`src/rtl/updown_counter.sv`:
```
// updown_counter
//
// N-bit synchronous up/down counter used as an index/address generator.
// Steps by one on every rising clock edge (no enable), upward when down=0
// and downward when down=1. At the range limits it either wraps modulo 2^N
// (WRAP=1) or holds at the limit (WRAP=0). In both cases, wrapped is raised
// for the cycle after the limit-crossing edge.
//
// Parameters:
//   N           counter width, 1..32
//   WRAP        1 = wrap around at limits, 0 = saturate at limits
//   RESET_VALUE value loaded on reset, 0..2^N-1
//
// Ports:
//   clk      in   clock, rising-edge active
//   rst_n    in   synchronous active-low reset
//   down     in   direction: 0 = up, 1 = down
//   count    out  registered counter value [N-1:0]
//   at_max   out  count == 2^N-1 (decode of the count register)
//   at_min   out  count == 0     (decode of the count register)
//   wrapped  out  registered pulse after a wrap or saturation attempt

module updown_counter #(
  parameter int          N           = 3,
  parameter int          WRAP        = 1,
  parameter int unsigned RESET_VALUE = 0
) (
  input  logic         clk,
  input  logic         rst_n,
  input  logic         down,
  output logic [N-1:0] count,
  output logic         at_max,
  output logic         at_min,
  output logic         wrapped
);

  localparam logic [N-1:0] CNT_MAX = '1;
  localparam logic [N-1:0] CNT_MIN = '0;
  localparam logic [N-1:0] RST_VAL = RESET_VALUE[N-1:0];

  logic         hit_max;
  logic         hit_min;
  logic         at_limit;
  logic [N-1:0] count_step;
  logic [N-1:0] count_nxt;

  assign hit_max = (count == CNT_MAX);
  assign hit_min = (count == CNT_MIN);

  // A limit is only crossed when the step heads toward the limit we sit on.
  assign at_limit = down ? hit_min : hit_max;

  always_comb begin
    // Natural N-bit modular arithmetic already provides the wrap behaviour.
    count_step = down ? (count - N'(1)) : (count + N'(1));
    count_nxt  = count_step;
    if (at_limit && (WRAP == 0)) begin
      count_nxt = count;
    end
  end

  always_ff @(posedge clk) begin
    if (!rst_n) begin
      count   <= RST_VAL;
      wrapped <= 1'b0;
    end else begin
      count   <= count_nxt;
      wrapped <= at_limit;
    end
  end

  assign at_max = hit_max;
  assign at_min = hit_min;

endmodule

```
`config.mk`:
```
export PLATFORM = sky130hd
export DESIGN_NAME = updown_counter
export DESIGN_NICKNAME = d
export VERILOG_FILES = /design/src/rtl/updown_counter.sv
export SDC_FILE = /design/constraint.sdc
export NUM_CORES = 1
export LEC_CHECK = 0
export BUFFER_PORTS_ARGS = -buffer_cell sky130_fd_sc_hd__buf_2
export CORE_AREA = 2 2 39 41
export DETAILED_ROUTE_END_ITERATION = 10
export DIE_AREA = 0 0 41 43
export PLACE_DENSITY_LB_ADDON = 0.05
export SLEW_MARGIN = 20
export SYNTH_ARGS = -nofsm -noshare
export SYNTH_HDL_FRONTEND = slang
export SYNTH_SLANG_ARGS = --single-unit
```
`constraint.sdc`:
```
create_clock -name clk -period 1.3 [get_ports clk]
set_input_delay 0.13 -clock clk [delete_from_list [all_inputs] [get_ports clk]]
set_output_delay 0.13 -clock clk [all_outputs]
set_load 0.1 [all_outputs]
```
==> metrics.txt, run 1 <==
# TYPE chip_impl_metric gauge
chip_impl_metric{name="fp.dieArea",unit="um2"} 1763
chip_impl_metric{name="post_cts_resized",unit=""} 0
chip_impl_metric{name="critical_path_required",unit="ns"} 1.17
chip_impl_metric{name="p_switching",unit="uW"} 311.6
chip_impl_metric{name="drc",unit=""} 0
chip_impl_metric{name="cell_area_after_technology_mapping",unit="um2"} 188.9
chip_impl_metric{name="grt_pass1_wl",unit="um"} 731
chip_impl_info{name="clock_tree.root_cell",value="sky130_fd_sc_hd__clkbuf_4"} 1
chip_impl_metric{name="worst-endpoint-arrival",unit="ns"} 1.04
chip_impl_metric{name="drt-initial-drc-count",unit=""} 0
chip_impl_metric{name="boundaryPins",unit=""} 9
chip_impl_metric{name="finClkSkew",unit="ns"} 0.004782
chip_impl_metric{name="syn_inst",unit=""} 17
chip_impl_metric{name="finalNetCount",unit=""} 34
chip_impl_metric{name="tritoncts_num_sinks",unit=""} 4
chip_impl_metric{name="powerDensity",unit="nW/um2"} 2018
chip_impl_metric{name="yosys_warnings",unit=""} 0
chip_impl_metric{name="areaGrowthSynthToFinish",unit="%"} 75.50
chip_impl_metric{name="drv.max_cap_violation_count",unit=""} 0
chip_impl_metric{name="vias",unit=""} 163
chip_impl_metric{name="length_in_cells_of_the_worst_reg_to_reg_path",unit=""} 4
chip_impl_metric{name="first_global_vias",unit=""} 155
chip_impl_metric{name="gp_congestion",unit=""} 0.5892
chip_impl_metric{name="synth_cell_types",unit=""} 11
chip_impl_metric{name="pwr-share-comb",unit="%"} 49.4
chip_impl_metric{name="layout.core_utilization",unit="%"} 23.96
chip_impl_info{name="tritoncts",value="done"} 1
chip_impl_info{name="critical_path.startpoint_type",value="register"} 1
chip_impl_metric{name="ctsHtreeMaxLevel",unit=""} 1
chip_impl_metric{name="finalSetupViolCount",unit=""} 0
chip_impl_info{name="status",value="complete, no violations"} 1
chip_impl_metric{name="syn_area_per_cell",unit="um2"} 11.11
chip_impl_metric{name="final_hold_viol_count",unit=""} 0
chip_impl_metric{name="drt_wl_total",unit="um"} 429
chip_impl_metric{name="floorplan.rows",unit=""} 14
chip_impl_metric{name="internal_power",unit="uW"} 357.3
chip_impl_metric{name="critPathMaxFanout",unit=""} 4
chip_impl_metric{name="portBuffers",unit=""} 8
chip_impl_metric{name="routed_wire_length_per_instance",unit="um"} 9.533
chip_impl_metric{name="synth_top_area_share",unit="%"} 42.38
chip_impl_metric{name="floorplan.core_area",unit="um2"} 1384
chip_impl_metric{name="max_clock_freq",unit="MHz"} 857.3
chip_impl_metric{name="max_vdd_drop",unit="mV"} 0.7759
chip_impl_metric{name="post_cts.repair.setup_buffers",unit=""} 0
chip_impl_metric{name="worst_skew_pair.late_latency",unit="ns"} 0.23
chip_impl_metric{name="drt-pass1-iter-count",unit=""} 1
chip_impl_metric{name="power.static_leakage",unit="nW"} 0.1557
chip_impl_metric{name="p_clk_share",unit="%"} 25.0
chip_impl_metric{name="synthesis_stage_register_bit_count",unit=""} 4
chip_impl_metric{name="synth.yosys.seq_area_share",unit="%"} 42.38
chip_impl_metric{name="number_of_buffers_inserted_by_hold_repair_at_cts",unit=""} 0
chip_impl_metric{name="worst-slew-pin-transition",unit="ns"} 0.4933
chip_impl_metric{name="start_util",unit="%"} 13.65
chip_impl_metric{name="power.switching_fraction",unit="%"} 46.58
chip_impl_metric{name="dieWidth",unit="um"} 41
chip_impl_info{name="unrepaired_setup_endpoints_after_global_routing",value="false"} 1
chip_impl_info{name="synth_largest_area_cell",value="sky130_fd_sc_hd__dfxtp_1"} 1
chip_impl_info{name="timing_worst_setup_path_type",value="reg2out"} 1
chip_impl_info{name="netlist_top_cells_area",value="sky130_fd_sc_hd__dfxtp_1 42%, sky130_fd_sc_hd__xnor3_1 12%, sky130_fd_sc_hd__fa_1 11%, sky130_fd_sc_hd__nor2b_1 6.6%, sky130_fd_sc_hd__inv_1 6.0%"} 1
chip_impl_metric{name="worstHoldPathCells",unit=""} 2
chip_impl_metric{name="tritoncts.num_buffers",unit=""} 3
chip_impl_metric{name="path_clk_slew",unit="ns"} 0.04
chip_impl_metric{name="crit_path_time_final",unit="ns"} 1.166
chip_impl_metric{name="finalInstanceArea",unit="um2"} 331.6
chip_impl_metric{name="proportion_of_layout_cells_with_a_drive_suffix_above_1",unit="%"} 72.41
chip_impl_metric{name="slew_violations",unit=""} 0
chip_impl_metric{name="grt_start_max_net_pins",unit=""} 6
chip_impl_metric{name="die_height",unit="um"} 43
chip_impl_metric{name="ant_nets",unit=""} 0
chip_impl_metric{name="max-slew-margin-rel",unit="%"} 67.34
chip_impl_metric{name="p_seq_share",unit="%"} 25.6
chip_impl_info{name="endpoint_kind",value="output pin"} 1
chip_impl_metric{name="placed_area",unit="um2"} 305.3
chip_impl_metric{name="track_usage",unit="%"} 7.258
chip_impl_metric{name="clockBufferDepth",unit=""} 2
chip_impl_metric{name="syn-num-nets",unit=""} 21
chip_impl_metric{name="period_share",unit="%"} 89.73
chip_impl_metric{name="vias_per_cell",unit=""} 3.622
chip_impl_info{name="holdCritPathClass",value="in2reg"} 1
chip_impl_metric{name="grt_antenna_before_repair",unit=""} 0
chip_impl_metric{name="gr-total-overflow",unit=""} 0
chip_impl_metric{name="num_antenna_cells",unit=""} 0
-- layout by cell type, fill, tap and decap left out --
master / instances
sky130_fd_sc_hd__and2b_2: 1
sky130_fd_sc_hd__nor2b_1: 2
sky130_fd_sc_hd__and3_2: 1
sky130_fd_sc_hd__xnor3_1: 1
sky130_fd_sc_hd__nor3_4: 1
sky130_fd_sc_hd__fa_2: 1
sky130_fd_sc_hd__buf_12: 2
sky130_fd_sc_hd__clkbuf_4: 3
sky130_fd_sc_hd__and2_1: 1
sky130_fd_sc_hd__inv_1: 1
sky130_fd_sc_hd__a22o_1: 1
sky130_fd_sc_hd__inv_2: 2
sky130_fd_sc_hd__clkbuf_1: 1
sky130_fd_sc_hd__dfxtp_4: 3
sky130_fd_sc_hd__buf_2: 6
sky130_fd_sc_hd__and2_2: 1
sky130_fd_sc_hd__dfxtp_1: 1
-- synth_stat cells, drive strengths merged --
cell and count:
nor3 1, dfxtp 4, xnor3 1, and2 2, nor2b 2, and2b 1, a22o 1, inv 3
and3 1, fa 1
-- power groups by stage --
stage	combinational, mW	sequential, mW	clock [mW]
finish	0.330	0.171	0.167
global route	0.349	0.175	0.190
CTS	0.335	0.173	0.178
detailed placement	0.334	0.175	0
global placement	0.333	0.174	0
floorplan	0.129	0.304	0
-- layout make-up --
cell class | count | area (um2)
sequential | 4 | 91.34
fill | 152 | 1052
clock buffer | 4 | 26.28
timing repair buffer | 8 | 70.07
tap | 16 | 20.02
inverter | 3 | 11.26
multi-input combinational | 10 | 112.6
-- state kept, by name, summed over array words and instances, names as in the netlist --
signal	flops
wrapped	1
count	3
-- routing by layer --
metal | share of wire [%] | vias to the layer above | track usage (%)
met5 | 0 | - | 0
met4 | 1.2 | 0 | 8.000
met3 | 12 | 2 | 5.236
met2 | 45 | 8 | 7.813
met1 | 41 | 72 | 8.143
li1 | - | 81 | -
-- worst max-delay path: stages (launching register included) --
cell and delay [ns]:
sky130_fd_sc_hd__dfxtp_4 0.35, sky130_fd_sc_hd__nor3_4 0.24, sky130_fd_sc_hd__buf_12 0.21
-- per-stage QoR --
step                      total power [mW]  std cells  setup TNS, ns  setup WS, ns  hold WS [ns]
after floorplan                     0.4328         17        -0.4698       -0.2828        0.2565
after global placement              0.5070         41              0        0.1488        0.4005
after detailed placement            0.5085         41              0        0.1458        0.4052
after CTS                           0.6850         45              0        0.1099        0.1641
after global routing                0.7138         45              0       0.06759        0.1748
final                               0.6690         45              0        0.1335        0.1652
-- logic make-up after synthesis --
family          synth area share (%)
flops                          42.39
fa+ha+maj                      10.60
compound gates                 4.637
xor+xnor                       11.92
simple gates                   24.51
buf+inv                        5.960
-- final timing paths --
path	start	end	slack (ns)
max	count[2]	at_min	0.13
max reg2reg	count[1]	count[2]	0.14
min	rst_n	count[2]	0.17
min reg2reg	count[0]	count[0]	0.46
(Power assumes the default switching activity.)
==> inputs of run 2 (changes only) <==
- clock period: 1.3 -> 1.2 ns (I/O delays scaled with it)
==> metrics.txt, run 2 (same netlist as run 1, synthesis figures left out) <==
# TYPE chip_impl_metric gauge
chip_impl_metric{name="largest_register_ffs",unit=""} 3
chip_impl_metric{name="finalSetupViolCount",unit=""} 0
chip_impl_metric{name="areaGrowthSynthToFinish",unit="%"} 110.6
chip_impl_info{name="holdCritPathClass",value="in2reg"} 1
chip_impl_metric{name="slew_violations",unit=""} 0
chip_impl_metric{name="drt-pass1-iter-count",unit=""} 2
chip_impl_info{name="unrepaired_setup_endpoints_after_global_routing",value="true"} 1
chip_impl_metric{name="max_clock_freq",unit="MHz"} 845.7
chip_impl_metric{name="num_antenna_cells",unit=""} 0
chip_impl_metric{name="gr-total-overflow",unit=""} 0
chip_impl_metric{name="portBuffers",unit=""} 8
chip_impl_metric{name="gp_congestion",unit=""} 0.6312
chip_impl_info{name="crit_chain",value="inv_2, fa_2, xnor3_1, and2_1"} 1
chip_impl_metric{name="vias",unit=""} 177
chip_impl_metric{name="fin_cells",unit=""} 47
chip_impl_metric{name="max_vdd_drop",unit="mV"} 0.7242
chip_impl_info{name="registers.top_by_ff_count",value="count"} 1
chip_impl_metric{name="final_hold_viol_count",unit=""} 0
chip_impl_metric{name="clockBufferDepth",unit=""} 2
chip_impl_metric{name="crit_path_time_final",unit="ns"} 1.182
chip_impl_metric{name="worst_path_largest_cell_delay",unit="ns"} 0.39
chip_impl_metric{name="start_util",unit="%"} 13.65
chip_impl_metric{name="floorplan.rows",unit=""} 14
chip_impl_metric{name="power.static_leakage",unit="nW"} 0.1773
chip_impl_metric{name="period_share",unit="%"} 98.54
chip_impl_metric{name="drt-initial-drc-count",unit=""} 2
chip_impl_metric{name="ant_nets",unit=""} 0
chip_impl_metric{name="vias_per_cell",unit=""} 3.766
chip_impl_metric{name="fp.dieArea",unit="um2"} 1763
chip_impl_metric{name="die_height",unit="um"} 43
chip_impl_info{name="tritoncts",value="done"} 1
chip_impl_metric{name="critical_path_required",unit="ns"} 1.32
chip_impl_metric{name="critPathMaxFanout",unit=""} 5
chip_impl_metric{name="drv.max_cap_violation_count",unit=""} 0
chip_impl_metric{name="finalNetCount",unit=""} 36
chip_impl_metric{name="floorplan.core_area",unit="um2"} 1384
chip_impl_metric{name="number_of_buffers_inserted_by_hold_repair_at_cts",unit=""} 0
chip_impl_metric{name="rrSetupSlack",unit="ns"} 0.02
chip_impl_info{name="largestRegisters",value="count: 3 flops, wrapped: 1 flops"} 1
chip_impl_metric{name="drc",unit=""} 0
chip_impl_info{name="endpoint_kind",value="register"} 1
chip_impl_info{name="timing_worst_setup_path_type",value="reg2reg"} 1
chip_impl_metric{name="fin_hold_ws",unit="ns"} 0.1547
chip_impl_metric{name="first_global_vias",unit=""} 167
chip_impl_metric{name="proportion_of_layout_cells_with_a_drive_suffix_above_1",unit="%"} 74.19
chip_impl_metric{name="worst_skew_pair.late_latency",unit="ns"} 0.24
chip_impl_metric{name="drt_wl_total",unit="um"} 426
chip_impl_metric{name="dieWidth",unit="um"} 41
chip_impl_metric{name="max-slew-margin-rel",unit="%"} 67.59
chip_impl_metric{name="grt_start_max_net_pins",unit=""} 6
chip_impl_metric{name="timing.setup.tns",unit="ns"} 0
chip_impl_metric{name="grt_pass1_wl",unit="um"} 703
chip_impl_metric{name="track_usage",unit="%"} 6.653
chip_impl_metric{name="grt_antenna_before_repair",unit=""} 0
chip_impl_metric{name="dp.cells",unit=""} 43
chip_impl_metric{name="ctsHtreeMaxLevel",unit=""} 1
chip_impl_metric{name="tritoncts.num_buffers",unit=""} 3
chip_impl_info{name="status",value="complete, no violations"} 1
chip_impl_info{name="most-common-layout-cells",value="5 x sky130_fd_sc_hd__buf_12, 3 x sky130_fd_sc_hd__clkbuf_4, 3 x sky130_fd_sc_hd__dfxtp_4, 3 x sky130_fd_sc_hd__buf_2"} 1
chip_impl_metric{name="worst-slew-pin-transition",unit="ns"} 0.4895
chip_impl_metric{name="finClkSkew",unit="ns"} 0.004816
chip_impl_metric{name="powerDensity",unit="nW/um2"} 2051
chip_impl_metric{name="tritoncts_num_sinks",unit=""} 4
chip_impl_info{name="clock_tree.root_cell",value="sky130_fd_sc_hd__clkbuf_4"} 1
chip_impl_info{name="crit_path_top_delay_cell",value="sky130_fd_sc_hd__dfxtp_4"} 1
chip_impl_metric{name="worst-endpoint-arrival",unit="ns"} 1.31
chip_impl_metric{name="boundaryPins",unit=""} 9
chip_impl_metric{name="routed_wire_length_per_instance",unit="um"} 9.064
chip_impl_metric{name="path_clk_slew",unit="ns"} 0.04
chip_impl_info{name="critical_path.startpoint_type",value="register"} 1
chip_impl_info{name="layout_commonest_cell",value="sky130_fd_sc_hd__buf_12"} 1
[run 2: timing repair]
action | 4_1_cts | 5_1_grt
setup buffers | 1 | 1
setup endpoints to repair | 2 | 2
endpoints found under the hold margin | 0 | 0
pin swaps | 1 | 1
cloned | 0 | 0
resized for setup | 1 | 1
[run 2: worst paths after layout]
kind | start | end | depth (start not counted)
worst max-delay path | count[0] | count[2] | 4
worst min-delay path | rst_n | count[2] | 2
worst max register to register | count[0] | count[2] | 4
worst min register to register | count[0] | count[0] | 1
[run 2: final cells by class]
cell class              instances  area, um2
fillers                       139      985.9
repair buffers                 10      130.1
multi-input cells              10      116.4
flip-flops and latches          4      91.34
clock buffers                   4      26.28
well taps                      16      20.02
inverters                       3      13.76
[run 2: routing by layer]
layer  routed length (um)  GRT usage [%]
met1                  170          7.492
met2                  202          7.500
met3                   48          3.665
met4                    5          8.000
met5                    0              0
[run 2: through the flow]
| step | total power [mW] | instance area [um2] | setup slack, ns | utilization, % |
|---|---|---|---|---|
| floorplan | 0.4688 | 215.2 | -0.3828 | - |
| global placement | 0.6199 | 365.4 | 0.07097 | 26.40 |
| detailed placement | 0.6238 | 365.4 | 0.06404 | 26.40 |
| CTS | 0.8208 | 387.9 | -0.01646 | 28.03 |
| global route | 0.8602 | 397.9 | -0.03969 | 28.75 |
| finish | 0.8161 | 397.9 | 0.01757 | 28.75 |
[run 2: power breakdown]
part / switching [mW] / total (mW) / leakage [nW] / internal [mW]
registers: 0.0365 / 0.197 / 0.0349 / 0.160
clock network: 0.0607 / 0.186 / 0.0150 / 0.125
logic: 0.262 / 0.434 / 0.127 / 0.172
total: 0.359 / 0.816 / 0.177 / 0.457
[run 2: critical path: cells and delay by family (launching register included)]
kind	cells	cell delay [ns]
AND/OR/NAND/NOR	1	0.14
buffers and inverters	1	0.04
flip-flops	1	0.39
adder cells (fa/ha/maj)	1	0.33
XOR/XNOR	1	0.17
==> inputs of run 3 (changes only) <==
==> constraint.sdc (replaced) <==
create_clock -name clk -period 1.2 [get_ports clk]
set_input_delay 0.12 -clock clk [delete_from_list [all_inputs] [get_ports clk]]
set_output_delay 0.12 -clock clk [all_outputs]
set_load 0.02 [all_outputs]
==> metrics.txt, run 3 (same netlist as run 1, synthesis figures left out) <==
# TYPE chip_impl_metric gauge
chip_impl_metric{name="first_global_vias",unit=""} 156
chip_impl_metric{name="track_usage",unit="%"} 6.131
chip_impl_metric{name="grt_antenna_before_repair",unit=""} 0
chip_impl_metric{name="die_height",unit="um"} 43
chip_impl_metric{name="fin_cells",unit=""} 46
chip_impl_metric{name="max_clock_freq",unit="MHz"} 870.2
chip_impl_metric{name="worst_skew_pair.late_latency",unit="ns"} 0.24
chip_impl_metric{name="dp.cells",unit=""} 42
chip_impl_metric{name="slew_violations",unit=""} 0
chip_impl_metric{name="final-seq-area",unit="um2"} 87.58
chip_impl_metric{name="vias",unit=""} 148
chip_impl_info{name="clock_tree.root_cell",value="sky130_fd_sc_hd__clkbuf_4"} 1
chip_impl_metric{name="drt-initial-drc-count",unit=""} 0
chip_impl_info{name="largestRegisters",value="count: 3 flops, wrapped: 1 flops"} 1
chip_impl_metric{name="max_vdd_drop",unit="mV"} 0.4945
chip_impl_info{name="unrepaired_setup_endpoints_after_global_routing",value="true"} 1
chip_impl_info{name="status",value="complete, no violations"} 1
chip_impl_info{name="endpoint_kind",value="register"} 1
chip_impl_metric{name="num_antenna_cells",unit=""} 0
chip_impl_metric{name="power.static_leakage",unit="nW"} 0.1567
chip_impl_info{name="timing_worst_setup_path_type",value="reg2reg"} 1
chip_impl_metric{name="dieWidth",unit="um"} 41
chip_impl_metric{name="finalSetupViolCount",unit=""} 0
chip_impl_metric{name="critical_path_required",unit="ns"} 1.32
chip_impl_metric{name="areaGrowthSynthToFinish",unit="%"} 69.54
chip_impl_metric{name="routed_wire_length_per_instance",unit="um"} 8.978
chip_impl_metric{name="period_share",unit="%"} 95.77
chip_impl_metric{name="start_util",unit="%"} 13.65
chip_impl_metric{name="tritoncts.num_buffers",unit=""} 3
chip_impl_metric{name="ctsHtreeMaxLevel",unit=""} 1
chip_impl_metric{name="grt_start_max_net_pins",unit=""} 6
chip_impl_metric{name="drt-pass1-iter-count",unit=""} 1
chip_impl_metric{name="length_in_cells_of_the_worst_reg_to_reg_path",unit=""} 4
chip_impl_info{name="layout_commonest_cell",value="sky130_fd_sc_hd__buf_2"} 1
chip_impl_metric{name="number_of_buffers_inserted_by_hold_repair_at_cts",unit=""} 0
chip_impl_metric{name="multi_input_area",unit="um2"} 111.4
chip_impl_metric{name="floorplan.rows",unit=""} 14
chip_impl_info{name="critical_path.startpoint_type",value="register"} 1
chip_impl_metric{name="largest_register_ffs",unit=""} 3
chip_impl_metric{name="drt_wl_total",unit="um"} 413
chip_impl_metric{name="crit_path_time_final",unit="ns"} 1.149
chip_impl_metric{name="portBuffers",unit=""} 8
chip_impl_metric{name="drc",unit=""} 0
chip_impl_metric{name="vias_per_cell",unit=""} 3.217
chip_impl_metric{name="tritoncts_num_sinks",unit=""} 4
chip_impl_metric{name="grt_pass1_wl",unit="um"} 593
chip_impl_metric{name="fill_cells",unit=""} 161
chip_impl_metric{name="clockBufferDepth",unit=""} 2
chip_impl_metric{name="max-slew-margin-rel",unit="%"} 87.84
chip_impl_info{name="holdCritPathClass",value="in2reg"} 1
chip_impl_metric{name="worst-endpoint-arrival",unit="ns"} 1.27
chip_impl_metric{name="path_clk_slew",unit="ns"} 0.04
chip_impl_metric{name="proportion_of_layout_cells_with_a_drive_suffix_above_1",unit="%"} 66.67
chip_impl_metric{name="worstHoldPathCells",unit=""} 2
chip_impl_metric{name="powerDensity",unit="nW/um2"} 1644
chip_impl_info{name="tritoncts",value="done"} 1
chip_impl_metric{name="boundaryPins",unit=""} 9
chip_impl_info{name="registers.top_by_ff_count",value="count"} 1
chip_impl_metric{name="post_cts.repair.setup_buffers",unit=""} 0
chip_impl_metric{name="critPathMaxFanout",unit=""} 4
chip_impl_metric{name="finClkSkew",unit="ns"} 0.007573
chip_impl_info{name="most-common-layout-cells",value="6 x sky130_fd_sc_hd__buf_2, 3 x sky130_fd_sc_hd__clkbuf_4, 3 x sky130_fd_sc_hd__buf_6"} 1
chip_impl_metric{name="drv.max_cap_violation_count",unit=""} 0
chip_impl_metric{name="final_hold_viol_count",unit=""} 0
chip_impl_metric{name="ant_nets",unit=""} 0
chip_impl_metric{name="finalNetCount",unit=""} 35
chip_impl_metric{name="worst-slew-pin-transition",unit="ns"} 0.1821
chip_impl_metric{name="gp_congestion",unit=""} 0.5564
chip_impl_metric{name="dp_slack",unit="ns"} 0.04044
chip_impl_metric{name="fp.dieArea",unit="um2"} 1763
chip_impl_metric{name="worst_slack",unit="ns"} 0.05081
chip_impl_metric{name="gr-total-overflow",unit=""} 0
chip_impl_metric{name="floorplan.core_area",unit="um2"} 1384
[run 3: cell count changes in the layout (fill, tap and decap cells not counted), sizes merged]
cell / change
buf: -1
[run 3: layout make-up]
cell class / count / share of cell area (%)
Clock buffer: 4 / 8.203
Sequential cell: 4 / 27.34
Timing Repair Buffer: 9 / 19.92
Tap cell: 16 / 6.250
Inverter: 3 / 3.516
Multi-Input combinational cell: 10 / 34.77
[run 3: critical path, cell delays in order, from the launching register on]
cell and delay [ns]:
sky130_fd_sc_hd__dfxtp_4 0.37, sky130_fd_sc_hd__inv_2 0.04, sky130_fd_sc_hd__fa_2 0.33, sky130_fd_sc_hd__xnor3_1 0.17, sky130_fd_sc_hd__and2_1 0.14
[run 3: final timing paths]
path / start / to / slack (ns)
max reg2reg: count[1] / count[2] / 0.05
max: count[1] / count[2] / 0.05
min reg2reg: count[0] / count[0] / 0.53
min: rst_n / count[2] / 0.15
[run 3: timing repair]
| item | CTS | global route |
|---|---|---|
| setup endpoints to repair | 1 | 2 |
| cloned | 0 | 0 |
| gates resized for setup | 2 | 7 |
| pin swaps | 0 | 1 |
[run 3: where the power goes]
part / internal (mW) / total, mW / switching, mW
clock: 0.125 / 0.185 / 0.0595
combinational: 0.0869 / 0.163 / 0.0757
sequential: 0.156 / 0.179 / 0.0239
total: 0.368 / 0.527 / 0.159
[run 3: through the flow]
step	TNS, ns	total power [mW]	instance area (um2)	utilization [%]	hold WS [ns]
finish	0	0.5266	320.3	23.15	0.1533
global route	-0.01472	0.5687	320.3	23.15	0.1757
CTS	-0.007365	0.5200	297.8	21.52	0.1534
detailed placement	0	0.3170	264.0	19.08	0.4009
global placement	0	0.3150	264.0	19.08	0.3931
floorplan	0	0.2683	196.4	-	0.2417
[run 3: metal layers]
metal | global-route usage [%] | vias to the layer above | part of all wire (%)
met5 | 0 | - | 0
met3 | 5.236 | 0 | 11
met2 | 6.875 | 6 | 48
met4 | 8.000 | 0 | 0
li1 | - | 79 | -
met1 | 5.484 | 63 | 41
